## src/rtl/arbitro_dados_ram_pkg.sv

```systemverilog
// Shared definitions for the dados_RAM arbiter: requester ids, default geometry
// and the pending-read record carried from grant cycle to data cycle.
package arbitro_dados_ram_pkg;

  localparam int DATA_WIDTH_DEF   = 32;
  localparam int ADDR_WIDTH_DEF   = 32;
  localparam int PROFUNDIDADE_DEF = 2048;

  // Requester ids double as bit positions in the 2-bit req/gnt vectors.
  localparam logic DONO_PROC = 1'b0;
  localparam logic DONO_IO   = 1'b1;

  typedef struct packed {
    logic valid;
    logic dono;
    logic fora;
  } pend_t;

endpackage

```

## src/rtl/arbitro_dados_ram_rr2.sv

```systemverilog
// Two-way round-robin arbiter: zero-wait combinational grant, pointer moves to
// the loser after every grant and holds while idle.
module arbitro_rr2
  import arbitro_dados_ram_pkg::*;
(
  input  logic       clk,
  input  logic       rst,
  input  logic [1:0] i_req,
  output logic [1:0] o_gnt
);

  logic r_prio;

  always_comb begin
    o_gnt = 2'b00;
    if (!rst) begin
      case (i_req)
        2'b01:   o_gnt = 2'b01;
        2'b10:   o_gnt = 2'b10;
        2'b11:   o_gnt = (r_prio == DONO_IO) ? 2'b10 : 2'b01;
        default: o_gnt = 2'b00;
      endcase
    end
  end

  always_ff @(posedge clk) begin
    if (rst) begin
      r_prio <= DONO_PROC;
    end else if (o_gnt != 2'b00) begin
      r_prio <= o_gnt[DONO_PROC] ? DONO_IO : DONO_PROC;
    end
  end

endmodule

```

## src/rtl/arbitro_dados_ram.sv

```systemverilog
// Arbitrates the single-ported data RAM between the processor and I/O paths;
// out-of-range accesses are consumed but never written, and flagged a cycle later.
module arbitro_dados_ram
  import arbitro_dados_ram_pkg::*;
#(
  parameter int DATA_WIDTH   = DATA_WIDTH_DEF,
  parameter int ADDR_WIDTH   = ADDR_WIDTH_DEF,
  parameter int PROFUNDIDADE = PROFUNDIDADE_DEF
) (
  input  logic                  clock,
  input  logic                  reset,

  input  logic                  proc_req,
  input  logic                  proc_we,
  input  logic [ADDR_WIDTH-1:0] proc_endereco,
  input  logic [DATA_WIDTH-1:0] proc_dado,
  output logic                  proc_gnt,
  output logic                  proc_rvalid,
  output logic [DATA_WIDTH-1:0] proc_q,

  input  logic                  io_req,
  input  logic                  io_we,
  input  logic [ADDR_WIDTH-1:0] io_endereco,
  input  logic [DATA_WIDTH-1:0] io_dado,
  output logic                  io_gnt,
  output logic                  io_rvalid,
  output logic [DATA_WIDTH-1:0] io_q,

  output logic [DATA_WIDTH-1:0] ram_data,
  output logic [ADDR_WIDTH-1:0] ram_endereco_leitura,
  output logic [ADDR_WIDTH-1:0] ram_endereco_escrita,
  output logic                  ram_we,
  input  logic [DATA_WIDTH-1:0] ram_q,

  output logic                  erro_endereco
);

  // One extra bit so PROFUNDIDADE == 2**ADDR_WIDTH still compares correctly.
  localparam logic [ADDR_WIDTH:0] LIMITE = (ADDR_WIDTH+1)'(PROFUNDIDADE);

  logic [1:0]            w_gnt;
  logic                  w_win;
  logic                  w_win_io;
  logic                  w_we_req;
  logic                  w_fora;
  logic [ADDR_WIDTH-1:0] w_addr;
  logic [DATA_WIDTH-1:0] w_data;

  pend_t r_pend_p1;
  logic  r_erro_p1;

  arbitro_rr2 u_rr2 (
    .clk   (clock),
    .rst   (reset),
    .i_req ({io_req, proc_req}),
    .o_gnt (w_gnt)
  );

  assign proc_gnt = w_gnt[DONO_PROC];
  assign io_gnt   = w_gnt[DONO_IO];
  assign w_win    = |w_gnt;
  assign w_win_io = w_gnt[DONO_IO];

  // stage p0: winner mux and range check, straight onto the RAM pins
  always_comb begin
    w_addr   = '0;
    w_data   = '0;
    w_we_req = 1'b0;
    if (w_win) begin
      w_addr   = w_win_io ? io_endereco : proc_endereco;
      w_data   = w_win_io ? io_dado     : proc_dado;
      w_we_req = w_win_io ? io_we       : proc_we;
    end
  end

  assign w_fora = w_win && ({1'b0, w_addr} >= LIMITE);

  assign ram_endereco_leitura = w_addr;
  assign ram_endereco_escrita = w_addr;
  assign ram_data             = w_data;
  assign ram_we               = w_win && w_we_req && !w_fora;

  // stage p1: remember who owns the read coming back from the RAM
  always_ff @(posedge clock) begin
    if (reset) begin
      r_pend_p1 <= '0;
      r_erro_p1 <= 1'b0;
    end else begin
      r_pend_p1.valid <= w_win && !w_we_req;
      r_pend_p1.dono  <= w_win_io;
      r_pend_p1.fora  <= w_fora;
      r_erro_p1       <= w_fora;
    end
  end

  assign erro_endereco = r_erro_p1;

  always_comb begin
    proc_rvalid = 1'b0;
    io_rvalid   = 1'b0;
    proc_q      = '0;
    io_q        = '0;
    if (!reset && r_pend_p1.valid) begin
      if (r_pend_p1.dono == DONO_IO) begin
        io_rvalid = 1'b1;
        io_q      = r_pend_p1.fora ? '0 : ram_q;
      end else begin
        proc_rvalid = 1'b1;
        proc_q      = r_pend_p1.fora ? '0 : ram_q;
      end
    end
  end

endmodule

```

## config.mk

```make
export PLATFORM = sky130hd
export DESIGN_NAME = arbitro_dados_ram
export DESIGN_NICKNAME = d
export VERILOG_FILES = /design/src/rtl/arbitro_dados_ram_pkg.sv /design/src/rtl/arbitro_dados_ram_rr2.sv /design/src/rtl/arbitro_dados_ram.sv
export SDC_FILE = /design/constraint.sdc
export NUM_CORES = 1
export LEC_CHECK = 0
export ABC_CLOCK_PERIOD_IN_PS = 4700
export CAP_MARGIN = 20
export CELL_PAD_IN_SITES_DETAIL_PLACEMENT = 0
export CELL_PAD_IN_SITES_GLOBAL_PLACEMENT = 2
export CORE_AREA = 2 2 128 130
export CTS_CLUSTER_DIAMETER = 50
export DETAILED_ROUTE_END_ITERATION = 8
export DIE_AREA = 0 0 130 132
export DONT_BUFFER_PORTS = 1
export PLACE_DENSITY = 0.44
export REMOVE_ABC_BUFFERS = 1
export SYNTH_ARGS = -nofsm -noshare
export SYNTH_HDL_FRONTEND = slang
export SYNTH_SLANG_ARGS = --single-unit
```

## constraint.sdc

```tcl
create_clock -name clock -period 4.7 [get_ports clock]
set_input_delay 1.175 -clock clock [delete_from_list [all_inputs] [get_ports clock]]
set_output_delay 1.175 -clock clock [all_outputs]
set_load 0.1 [all_outputs]
```

==> metrics.md <==
| Metric | Value |
|---|---|
| Post-CTS setup buffer count | 0 |
| Die Wd | 130 um |
| Worst-path maximum fanout | 2 |
| R2r setup slk | 3.11 ns |
| Antenna-violating nets left | 0 |
| GRT Util Overall | 10.3% |
| Port buffer count | 0 |
| Placed wire-length estimate | 8.91 mm |
| Worst slew pin tran | 1.07 ns |
| Worst hold slack | 0.539 ns |
| Skew final | 0.00158 ns |
| Clk root buf | clkbuf_16 |
| CP top delay family | simple AND/OR/NAND/NOR gates |
| Worst path buffer plus inverter count | 1 |
| Drc violations | 0 |
| Power per cell area | 254 nW/um^2 |
| Final Max Tran Viols | 0 |
| Antenna Cells | 0 |
| Min-delay worst type | reg2reg |
| Fraction of layout cells with a size suffix above 1 | 70.0% |
| Initial antenna violation count | 0 |
| Post-CTS Resized | 0 |
| Initial Utilization | 11.3% |
| Grt ovf | 0 |
| Crit end category | output pin |
| Worst path required time | 3.52 ns |
| Final GP Congestion | 0.730 |
| CTS tree | built |
| Area share of the largest cell type after synthesis | 27.6% |
| Area growth from synthesis to layout | 90.5% |
| Synth Instances | 266 |
| Run status | finished, final reports clean |
| FMAX | 252 MHz |
| Top post-synthesis cells by area | a22o_1 28%, nor2_1 15%, buf_4 14% |
| Mapped cell area | 1770 sq um |
| Total CTS buffers | 3 |
| Worst-path cell chain | nor4_1, nand3_1, a22oi_1, and4_1, buf_4 |
| Total number of vias | 2,335 |
| Vias in the first global route | 2,205 |
| Top cells by count, synth | 69 x nor2_1, 56 x a22o_1, 35 x nand2b_1, 33 x buf_4, 12 x buf_2 |
| Largest net degree at the start of global routing | 61 |
| Drt pass-1 iters | 4 |
| CP Class | in2out |
| Total die area | 17,200 sq um |
| Core Area | 15,700 sq um |
| Final setup vio count | 0 |
| Seq/Total Area, Yosys | 4.51% |
| Std-Cell Rows | 46 |
| CP peak stage delay | 0.68 ns |
| CTS H-tree depth | 1 |
| Clk sink count | 4 |
| Crit start category | input port |
| RSZ-0062 raised after global routing | false |
| Leading area contributor after synthesis | a22o_1 |
| Final Hold Fails | 0 |
| Synthesized flop and latch total | 4 |
| P_leak | 1.35 nW |
| Post-synth ARST share | 0% |
| Layout net count | 518 |
| Ports | 332 |
| Final Cycle Share | 84.4% |
| Worst-Skew Late Latency | 0.22 ns |
| Top-count cell post-synth | nor2_1 |
| Die Span Y | 132 um |
| Main synth FF type | dfxtp_1 |
| CTS Hold Bufs | 0 |
| Synth warnings | 0 |
| Slowest library cell on the worst path | nor4_1 |
| Clk buf depth | 2 |
| WP data arrival | 2.79 ns |
| Library cells used by synthesis | 27 |
| Clk pin slew, worst setup/hold paths | 0.03 ns |
| EDFF count, synth | 0 |
| Max Cap Violations | 0 |
| WL per Instance | 17.7 um |
| Max_slew headroom | 28.8% |
| Routed wire length | 10.0 mm |
| Syn avg cell area | 6.67 sq um |
| Final Core Density | 21.5% |
| Fin crit period | 3.97 ns |
| Via/cell ratio | 4.13 |
| First-pass GRT wire length | 13.4 mm |
| DR iter-0 viols | 77 |
| Max VDD drop | 0.117 mV |
==> cells by family (layout without fill, tap and decap cells) <==
group,Yosys count,count (layout),synth area share [%]
compound gates,75,75,37.3
buf+inv,60,144,22.2
flops,4,4,4.51
simple gates,127,127,36.0
==> path summary, 6_finish.rpt <==
path / depth (start not counted) / end / start
setup / recovery: 5 / ram_we / proc_endereco[23]
hold / removal: 2 / u_rr2.r_prio / u_rr2.r_prio
setup reg to reg: 6 / erro_endereco / u_rr2.r_prio
hold reg to reg: 2 / u_rr2.r_prio / u_rr2.r_prio
==> routing by layer <==
metal / share of wire (%) / global-route usage, % / up-vias
met5: 0 / 0 / -
met4: 0.59 / 1.25 / 0
met3: 9.5 / 2.23 / 6
met2: 54 / 20.8 / 187
met1: 36 / 10.9 / 1060
li1: - / - / 1082
==> power breakdown <==
group          switching (mW)  internal (mW)
clock network          0.0237          0.109
registers              0.0121         0.0368
logic                   0.526          0.152
==> cells in the final DEF (no fill, tap or decap) <==
master and instances:
and2b_2 1, a21boi_4 1, and3b_1 1, and4_1 2, a32o_1 8, buf_4 112, nand2b_1 35, nor2_4 2
clkbuf_16 3, o21bai_1 4, o21ai_2 1, nor2b_4 8, nand3b_1 1, or3b_2 1, nor2b_1 1, nand2b_4 1
dfxtp_1 3, nand3_1 3, a32oi_1 1, nor2_2 64, a21oi_1 1, nor4_1 4, a22oi_1 1, o21ai_0 1
a22o_2 23, o31ai_1 1, a22o_1 33, buf_12 27, nor2_1 3, dfxtp_2 1, inv_1 2
==> state kept, by name (all words and copies together), names as in the netlist <==
register / cells
erro_endereco: 1
u_rr2.r_prio: 1
r_pend_p1: 2
==> worst register-to-register path, stage by stage (launching register included) <==
cell	delay [ns]
dfxtp_1	0.35
a21boi_4	0.30
and2b_2	0.23
buf_12	0.23
o21ai_2	0.10
and3b_1	0.20
nand3_1	0.10
==> final cells by class <==
| cell class | instances | area, sq um |
|---|---|---|
| clock buffer | 3 | 75.1 |
| fill | 1736 | 12300 |
| inverter | 2 | 7.51 |
| multi-input combinational | 202 | 1570 |
| sequential | 4 | 81.3 |
| tap | 216 | 270 |
| timing repair buffer | 139 | 1380 |
==> through the flow <==
step	cell area (sq um)	power, mW	std cells	setup WS [ns]	setup TNS [ns]
after global placement	3310	0.730	563	0.649	0
final	3380	0.859	566	0.734	0
after detailed placement	3310	0.733	563	0.594	0
after global routing	3380	0.881	566	0.541	0
after floorplan	1390	0.571	208	-2.54	-192.37
after CTS	3380	0.866	566	0.588	0
Power figures use the tool's default switching activity.
